## src/rtl/rupt_ctrl_pkg.sv

```systemverilog
// Shared AGC interrupt definitions: controller states, vector layout and request line indices.
package rupt_ctrl_pkg;

    typedef enum logic [1:0] {
        RUPT_IDLE,
        RUPT_INJECT,
        RUPT_ACTIVE,
        RUPT_RESTORE
    } rupt_state_t;

    localparam int unsigned RUPT_NUM        = 10;
    localparam logic [11:0] RUPT_VEC_BASE   = 12'o4000;
    localparam int unsigned RUPT_VEC_STRIDE = 4;

    localparam int unsigned T6RUPT    = 0;
    localparam int unsigned T5RUPT    = 1;
    localparam int unsigned T3RUPT    = 2;
    localparam int unsigned T4RUPT    = 3;
    localparam int unsigned KEYRUPT1  = 4;
    localparam int unsigned KEYRUPT2  = 5;
    localparam int unsigned UPRUPT    = 6;
    localparam int unsigned DOWNRUPT  = 7;
    localparam int unsigned RADARRUPT = 8;
    localparam int unsigned HANDRUPT  = 9;

    // Vector address wraps within the 12-bit fixed-fetch address space.
    function automatic logic [11:0] rupt_vec_addr(input logic [11:0] base,
                                                  input int unsigned stride,
                                                  input int unsigned idx);
        return base + 12'(stride * idx);
    endfunction

endpackage

```

## src/rtl/rupt_prio_enc.sv

```systemverilog
// Lowest-set-bit priority encoder for RUPT requests; bit 0 is the highest priority.
module rupt_prio_enc #(
    parameter int unsigned N = 10,
    parameter int unsigned W = 4
) (
    input  logic [N-1:0] req,
    output logic         valid,
    output logic [W-1:0] idx
);

    always_comb begin
        valid = 1'b0;
        idx   = '0;
        for (int unsigned i = 0; i < N; i++) begin
            if (req[i] && !valid) begin
                valid = 1'b1;
                idx   = W'(i);
            end
        end
    end

endmodule

```

## src/rtl/rupt_ctrl.sv

```systemverilog
// AGC RUPT controller: latches requests, injects the highest priority one at a safe boundary.
// Optional RUPT LOCK alarm counter built when RUPT_LOCK_EN is defined.
module rupt_ctrl
    import rupt_ctrl_pkg::*;
#(
    parameter int unsigned NUM_RUPT   = RUPT_NUM,
    parameter logic [11:0] VEC_BASE   = RUPT_VEC_BASE,
    parameter int unsigned VEC_STRIDE = RUPT_VEC_STRIDE
`ifdef RUPT_LOCK_EN
    , parameter int unsigned LOCK_LIMIT = 4095
`endif
) (
    input  logic                clock,
    input  logic                rst_l,
    input  logic [NUM_RUPT-1:0] rupt_req,
    input  logic                inhint_exec,
    input  logic                relint_exec,
    input  logic                extend_pend,
    input  logic                index_pend,
    input  logic                a_ovf,
    input  logic                stall,
    input  logic                resume_exec,
    input  logic [11:0]         pc_d,
    output logic                flush,
    output logic                redir_en,
    output logic [11:0]         redir_pc,
    output logic                zrupt_we,
    output logic [11:0]         zrupt_d,
    output logic                in_rupt,
    output logic [NUM_RUPT-1:0] pending,
    output logic                rupt_lock
);

    localparam int unsigned IDX_W = (NUM_RUPT > 1) ? $clog2(NUM_RUPT) : 1;

    rupt_state_t         state, state_n;
    logic                inhibit;
    logic [11:0]         saved_pc;
    logic [NUM_RUPT-1:0] clr_mask;
    logic                prio_valid;
    logic [IDX_W-1:0]    prio_idx;
    logic                safe;

    rupt_prio_enc #(
        .N (NUM_RUPT),
        .W (IDX_W)
    ) u_prio (
        .req   (pending),
        .valid (prio_valid),
        .idx   (prio_idx)
    );

    assign in_rupt = (state == RUPT_ACTIVE);
    assign safe    = ~inhibit & ~extend_pend & ~index_pend & ~a_ovf & ~stall & ~in_rupt;

    always_ff @(posedge clock or negedge rst_l) begin
        if (!rst_l) begin
            state    <= RUPT_IDLE;
            inhibit  <= 1'b1;
            saved_pc <= '0;
            pending  <= '0;
        end else begin
            state <= state_n;
            if (inhint_exec)
                inhibit <= 1'b1;
            else if (relint_exec)
                inhibit <= 1'b0;
            if (zrupt_we)
                saved_pc <= pc_d;
            // New request on the serviced line survives its own clear.
            pending <= (pending & ~clr_mask) | rupt_req;
        end
    end

    always_comb begin
        state_n  = state;
        flush    = 1'b0;
        redir_en = 1'b0;
        redir_pc = '0;
        zrupt_we = 1'b0;
        zrupt_d  = '0;
        clr_mask = '0;
        case (state)
            RUPT_IDLE: begin
                if (prio_valid && safe)
                    state_n = RUPT_INJECT;
            end
            RUPT_INJECT: begin
                if (prio_valid && safe) begin
                    flush    = 1'b1;
                    redir_en = 1'b1;
                    redir_pc = rupt_vec_addr(VEC_BASE, VEC_STRIDE, 32'(prio_idx));
                    zrupt_we = 1'b1;
                    zrupt_d  = pc_d;
                    clr_mask = NUM_RUPT'(1) << prio_idx;
                    state_n  = RUPT_ACTIVE;
                end else begin
                    state_n = RUPT_IDLE;
                end
            end
            RUPT_ACTIVE: begin
                if (resume_exec)
                    state_n = RUPT_RESTORE;
            end
            RUPT_RESTORE: begin
                flush    = 1'b1;
                redir_en = 1'b1;
                redir_pc = saved_pc;
                state_n  = RUPT_IDLE;
            end
            default: state_n = RUPT_IDLE;
        endcase
    end

`ifdef RUPT_LOCK_EN
    logic [11:0] lock_cnt;

    always_ff @(posedge clock or negedge rst_l) begin
        if (!rst_l)
            lock_cnt <= '0;
        else if (!(inhibit || in_rupt))
            lock_cnt <= '0;
        else if (lock_cnt != 12'(LOCK_LIMIT))
            lock_cnt <= lock_cnt + 12'd1;
    end

    assign rupt_lock = (lock_cnt == 12'(LOCK_LIMIT));
`else
    assign rupt_lock = 1'b0;
`endif

endmodule

```

## config.mk

```make
export PLATFORM = sky130hd
export DESIGN_NAME = rupt_ctrl
export DESIGN_NICKNAME = d
export VERILOG_FILES = /design/src/rtl/rupt_ctrl_pkg.sv /design/src/rtl/rupt_prio_enc.sv /design/src/rtl/rupt_ctrl.sv
export SDC_FILE = /design/constraint.sdc
export NUM_CORES = 1
export LEC_CHECK = 0
export CAP_MARGIN = 10
export CELL_PAD_IN_SITES_DETAIL_PLACEMENT = 2
export CELL_PAD_IN_SITES_GLOBAL_PLACEMENT = 2
export CORE_MARGIN = 2
export CORE_UTILIZATION = 23
export CTS_CLUSTER_DIAMETER = 150
export CTS_CLUSTER_SIZE = 12
export DETAILED_ROUTE_END_ITERATION = 12
export PLACE_DENSITY = 0.89
export SYNTH_ARGS = -nofsm -noshare
export SYNTH_HDL_FRONTEND = slang
export SYNTH_HIERARCHICAL = 1
export SYNTH_SLANG_ARGS = --single-unit
```

## constraint.sdc

```tcl
create_clock -name clock -period 2.6 [get_ports clock]
set_input_delay 0.26 -clock clock [delete_from_list [all_inputs] [get_ports clock]]
set_output_delay 0.26 -clock clock [all_outputs]
set_load 0.005 [all_outputs]
```

### Word level (Yosys, flattened, before mapping)

Cells that the tools add are included.

| word-level totals | value |
|---|---|
| input bits | 31 |
| output and inout port bits | 39 |
| logic and storage cells | 81 |
| register bits after elaboration | 25 |

| operators by class | value |
|---|---|
| bitwise logic cells | 14 |
| mux-type cells | 34 |
| add/subtract/negate cells | 1 |
| shifts and indexed selects | 1 |
| reduce and logical (&&, ||, !) cells | 22 |
| equality and inequality tests | 5 |

Operators by type and width:

| cell | number |
|---|---|
| 12-bit 2-to-1 mux | 3 |
| 12-bit one-hot mux with 2 select lines | 1 |
| 10-bit 2-to-1 mux | 2 |
| 1-bit 2-to-1 mux | 15 |
| 12-bit by 6-bit adder with 12-bit output (first input constant) | 1 |
| 3-bit 2-to-1 mux | 4 |
| 10-bit AND | 1 |
| 1-bit logical AND | 10 |
| 2-bit 2-to-1 mux | 5 |
| 10-bit NOT | 1 |
| 10-bit bitwise OR | 1 |
| 1-bit by 4-bit << shifter with 10-bit output (first input constant) | 1 |
| 1-bit logical NOT | 9 |
| 4-bit 2-to-1 mux | 2 |
| 2-bit one-hot mux with 4 select lines | 1 |
| 1-bit NOT | 6 |
| 1-bit AND | 5 |
| 2-bit equality test (second input constant) | 2 |
| 2-bit inequality test (second input constant) | 2 |
| 2-bit by 1-bit equality test with 1-bit output (second input constant) | 1 |
| 2-bit logical NOT | 1 |
| 1-bit one-hot mux with 2 select lines | 1 |
| 2-bit AND reduction | 1 |
| 2-bit nonzero test | 1 |

### Depth between registers and ports, before layout

| depth | value |
|---|---|
| depth in word-level cells | 34 |
| gate-level depth with buffers | 7 |
| gate-level depth less buffers | 6 |

### By module

Netlist, hierarchy kept.

Modules (own cells, without submodules):

| module | cells each | times used | area an instance (um^2) | seq. area each (um^2) |
|---|---|---|---|---|
| rupt_ctrl | 122 | 1 | 1323.8 | 626.9 |
| rupt_prio_enc | 17 | 1 | 111.4 | 0.0 |

### Worst setup path before layout

No wires, ideal clock.

| timing path | value |
|---|---|
| path kind | flip-flop to flip-flop |
| start point | register pending[1] |
| end point | register pending[7] |
| path buffers | 0 |
| setup time | 130 ps |
| arrival | 1878 ps |
| period minus slack after synthesis | 2008 ps |
| cell stages (with the launch flop) | 7 |
| setup slack | 592 ps |
| required time | 2470 ps |
| cells stage by stage | dfrtp_1 nor4_4 nand2_2 o32ai_1 nand2b_1 nor3b_1 a31oi_1 |

| on the way | value |
|---|---|
| longest elaborated chain between the ends | 32 |
| elaborated cells on any way between the ends | 42 |
| those cells by class | shift (1); mux (20); bitwise (3); reduce/logical (18) |

RTL lines:

| element | line | text |
|---|---|---|
| from (decl) | rupt_ctrl.sv:30 | `output logic [NUM_RUPT-1:0] pending,` |
| from (signal assigned) | rupt_ctrl.sv:71 | `pending <= (pending & ~clr_mask) \| rupt_req;` |
| 1-bit logical AND * | rupt_prio_enc.sv:15 | `if (req[i] && !valid) begin` |
| 1-bit 2-to-1 mux | rupt_prio_enc.sv:15 |  |
| 1-bit logical NOT | rupt_prio_enc.sv:15 |  |
| 1-bit logical AND | rupt_prio_enc.sv:15 |  |
| 1-bit 2-to-1 mux | rupt_prio_enc.sv:15 |  |
| 1-bit logical NOT | rupt_prio_enc.sv:15 |  |
| 1-bit logical AND | rupt_prio_enc.sv:15 |  |
| 1-bit 2-to-1 mux | rupt_prio_enc.sv:15 |  |
| [17 not listed] | - |  |
| 4-bit 2-to-1 mux * | rupt_prio_enc.sv:15 |  |
| via prio_idx[0] | rupt_ctrl.sv:41 | `logic [IDX_W-1:0] prio_idx;` |
| 1-bit by 4-bit << shifter with 10-bit output * | rupt_ctrl.sv:95 | `clr_mask = NUM_RUPT'(1) << prio_idx;` |
| 10-bit 2-to-1 mux * | rupt_ctrl.sv:89 | `if (prio_valid && safe) begin` |
| 10-bit 2-to-1 mux * | rupt_ctrl.sv:83 | `case (state)` |
| 10-bit NOT * | rupt_ctrl.sv:71 |  |
| 10-bit AND * | rupt_ctrl.sv:71 |  |
| 10-bit bitwise OR * | rupt_ctrl.sv:71 |  |

Mark *: on every way through the listed nets, which the timed path passes. The rest lies on a longest branch.
A chain may end at the register's enable or synchronous reset.

### Worst setup path after layout

| timing path | value |
|---|---|
| start point | register pending[0] |
| end point | output zrupt_d[9] |

| on the way | value |
|---|---|
| longest elaborated chain between the ends | 31 |

RTL lines:

| element | line | text |
|---|---|---|
| 1-bit 2-to-1 mux * | rupt_prio_enc.sv:15 |  |
| 1-bit logical NOT | rupt_prio_enc.sv:15 |  |
| 1-bit logical AND | rupt_prio_enc.sv:15 |  |
| 1-bit 2-to-1 mux * | rupt_prio_enc.sv:15 |  |
| 1-bit logical NOT | rupt_prio_enc.sv:15 |  |
| 1-bit logical AND | rupt_prio_enc.sv:15 |  |
| 1-bit 2-to-1 mux * | rupt_prio_enc.sv:15 |  |
| 1-bit logical NOT | rupt_prio_enc.sv:15 |  |
| [16 not listed] | - |  |
| 1-bit 2-to-1 mux * | rupt_prio_enc.sv:15 |  |
| 1-bit logical NOT | rupt_prio_enc.sv:15 |  |
| 1-bit logical AND | rupt_prio_enc.sv:15 |  |
| 1-bit 2-to-1 mux * | rupt_prio_enc.sv:15 |  |
| via prio_valid | rupt_ctrl.sv:40 | `logic prio_valid;` |
| 1-bit logical AND * | rupt_ctrl.sv:89 |  |
| 12-bit 2-to-1 mux * | rupt_ctrl.sv:89 |  |
| 12-bit 2-to-1 mux * | rupt_ctrl.sv:83 |  |
| to (decl) | rupt_ctrl.sv:28 | `output logic [11:0] zrupt_d,` |

Marks and branches as above.

==> impl_metrics.yaml <==
timing:
  setup_viol: 0
  fin_crit_ns: 2.49
  slew_violations: 0
  holdWs_ns: 0.364
  hold_viol: 0
  fmax_ghz: 0.401
  fin_skew_ns: 0.00612
  fin_crit_sh: 0.958
logic_synthesis:
  synth_nets: 170
  syn_area_sq_mm: 0.00144
  netlist_instances: 139
  synth_seq_cells: 25
  synth_edf_count: 0
  synthFlopType: "dfrtp_1"
  yosysWarnings: 6
  ys_seq_area_frac: 0.437
  synth_cell_type_count: 38
  syn_area_per_cell_sq_um: 10.3
  async_flop_share: 1.00
clock_tree:
  cts-root-buf: "clkbuf_8"
  cts-hold-fix-buffers: 0
  cts.path.max_buffers: 2
  cts_tree: "yes"
  clk_pin_slew_worst_paths_ns: 0.09
  cts.sinks: 25
  h-tree-depth: 1
  cts_buffers: 3
  clkLatencyLatePin_ns: 0.27
route:
  drt-initial-drc-count: 21
  vias: 1395
  ant_nets: 0
  detail_route.wl_per_cell_um: 17.6
  first_pass_iters: 4
  vias_per_cell: 4.81
  wl_mm: 5.09
  route.detailed.drc: 0
placement:
  port_buffers: 68
  place_congestion: 0.850
  place_area_sq_mm: 0.00219
  dpl.hpwl_mm: 3.65
setup_path:
  crit_slowest_cell: "dfrtp_2"
  crit_family: "simple AND/OR/NAND/NOR gates"
  crit_buf_inv: 1
  worst-path-max-fanout: 17
  crit_chain: "nor4_4, nand3_1, nor2b_4, and3_4, and2_1, clkdlybuf4s50_1"
  cp.required_ns: 2.34
  cp-end-kind: "primary output"
  critPathKind: "reg2out"
  cp-start-kind: "register"
  slowest_delay_ns: 0.47
  arrival_ns: 2.23
pwr:
  p_leak_nw: 1.08
  p_per_area_mw_per_mm2: 303
  peakVddDrop_mv: 0.159
cells_and_area:
  post-route-util: 0.393
  syn2layout_area_growth_pct: 64.1
  n_antenna_cell: 0
  layout-drive-gt1-share: 0.214
  final_nets: 247
  finalInstanceArea_sq_mm: 0.00235
floorplan:
  start_util: 0.240
  die_w_um: 83.0
  fp.coreArea_sq_mm: 0.00599
  die_area_sq_mm: 0.00689
  fp.dieH_um: 83.0
  pin_count: 70
  row_count: 28
grt:
  grt_pass1_vias: 1536
  overflow: 0
  grt_pass1_wl_mm: 8.07
  grt_antenna_before_repair: 0
  grt_usage: 0.142
  grt_max_degree: 26
min_path:
  worstHoldPathType: "in2async"
status:
  outcome: "completed"
job:
  maxCapViolations: 0
[stage by stage]
step | setup slack (ns) | setup TNS (ns) | std cells | power (mW)
after floorplan | 0.592 | 0 | 139 | 0.419
after global placement | 0.173 | 0 | 279 | 0.483
after detailed placement | 0.129 | 0 | 279 | 0.485
after CTS | 0.0170 | 0 | 283 | 0.729
after global routing | -0.00304 | -0.00304 | 290 | 0.756
final | 0.108 | 0 | 290 | 0.713
[layout make-up]
type                       count  area, sq um
fill                         641         3640
timing repair buffer          81          788
sequential                    25          632
tap                           75         93.8
clock buffer                   3         41.3
multi-input combinational    103          787
clock inverter                 1         5.00
inverter                       2         7.51
[power breakdown]
group	switching [mW]	internal (mW)
clock	0.127	0.107
combinational	0.0293	0.0507
sequential	0.00520	0.394
total	0.161	0.552
[worst register-to-register path, stage by stage (launching register included)]
cell and delay, ns:
dfrtp_1 0.46, nor3b_1 0.18, nor3_1 0.32, o32ai_2 0.17, buf_4 0.19, or4_1 0.51
nor2_1 0.11, a21oi_1 0.08
[cells in the final DEF, fill, tap and decap left out, drive strengths merged, types with 3 or more instances in the layout]
| cell type | count |
|---|---|
| dfrtp | 24 |
| dlymetal6s2s | 4 |
| nand2b | 3 |
| mux2 | 12 |
| a32o | 3 |
| and2 | 15 |
| nand2 | 4 |
| buf | 13 |
| and3 | 8 |
| clkbuf | 3 |
| nor3 | 3 |
| clkdlybuf4s50 | 64 |
| nor2 | 15 |
| a21oi | 7 |
| nor4 | 9 |
| nor2b | 4 |
| a31oi | 4 |
[per-layer routing]
| metal | vias to the layer above | track usage | part of all wire |
|---|---|---|---|
| met4 | 0 | 0.0134 | 0.0012 |
| met5 | - | 0 | 0 |
| li1 | 642 | - | - |
| met3 | 2 | 0.0358 | 0.060 |
| met2 | 47 | 0.254 | 0.52 |
| met1 | 704 | 0.179 | 0.42 |
[sequential cells by signal (all words and copies together) (netlist names), named ones only]
signal,count
inhibit,1
saved_pc,12
pending,10
state,1
[logic make-up (layout without fill, tap and decap cells)]
group,after synthesis,count (layout),synth area share
DFF,25,25,0.437
AOI/OAI and AO/OA,21,21,0.100
other,1,1,0.00261
buffers and inverters,11,87,0.0479
muxes,12,12,0.115
and+or+nand+nor,69,69,0.297
[synth_stat cells (2+ instances only)]
cell      number  area [sq um]
a21oi_1        7          35.0
a22o_1         2          17.5
a31oi_1        4          25.0
a32o_1         3          30.0
and2_1        14          87.6
and3_1         7          43.8
buf_4          3          22.5
buf_6          2          22.5
clkbuf_1       3          11.3
dfrtp_1       24           601
inv_1          2          7.51
mux2_2         4          45.0
mux2_4         8           120
nand2_1        3          11.3
nand2b_1       3          18.8
nor2_1        15          56.3
nor2b_1        4          25.0
nor3_1         3          15.0
nor3b_1        2          15.0
nor4_1         7          43.8
nor4_4         2          42.5
[path summary, 6_finish.rpt]
| path | cells after the start | endpoint | slack, ns | from |
|---|---|---|---|---|
| worst max-delay path | 6 | zrupt_d[9] | 0.11 | pending[0]$_DFF_PN0_ |
| worst min-delay path | 2 | pending[5]$_DFF_PN0_ | 0.36 | rst_l |
| worst max register to register | 7 | pending[0]$_DFF_PN0_ | 0.46 | pending[5]$_DFF_PN0_ |
| worst min register to register | 1 | saved_pc[0]$_DFFE_PN0P_ | 0.51 | saved_pc[0]$_DFFE_PN0P_ |
| max in group asynchronous | 2 | inhibit$_DFFE_PN1P_ | 1.92 | rst_l |
| min in group clock | 1 | saved_pc[0]$_DFFE_PN0P_ | 0.51 | saved_pc[0]$_DFFE_PN0P_ |
[timing repair]
item,in CTS,in global routing
setup buffers,0,7
setup endpoints to repair,19,16
pin swaps,0,2
gates resized for setup,7,11
(Power assumes the default switching activity.)
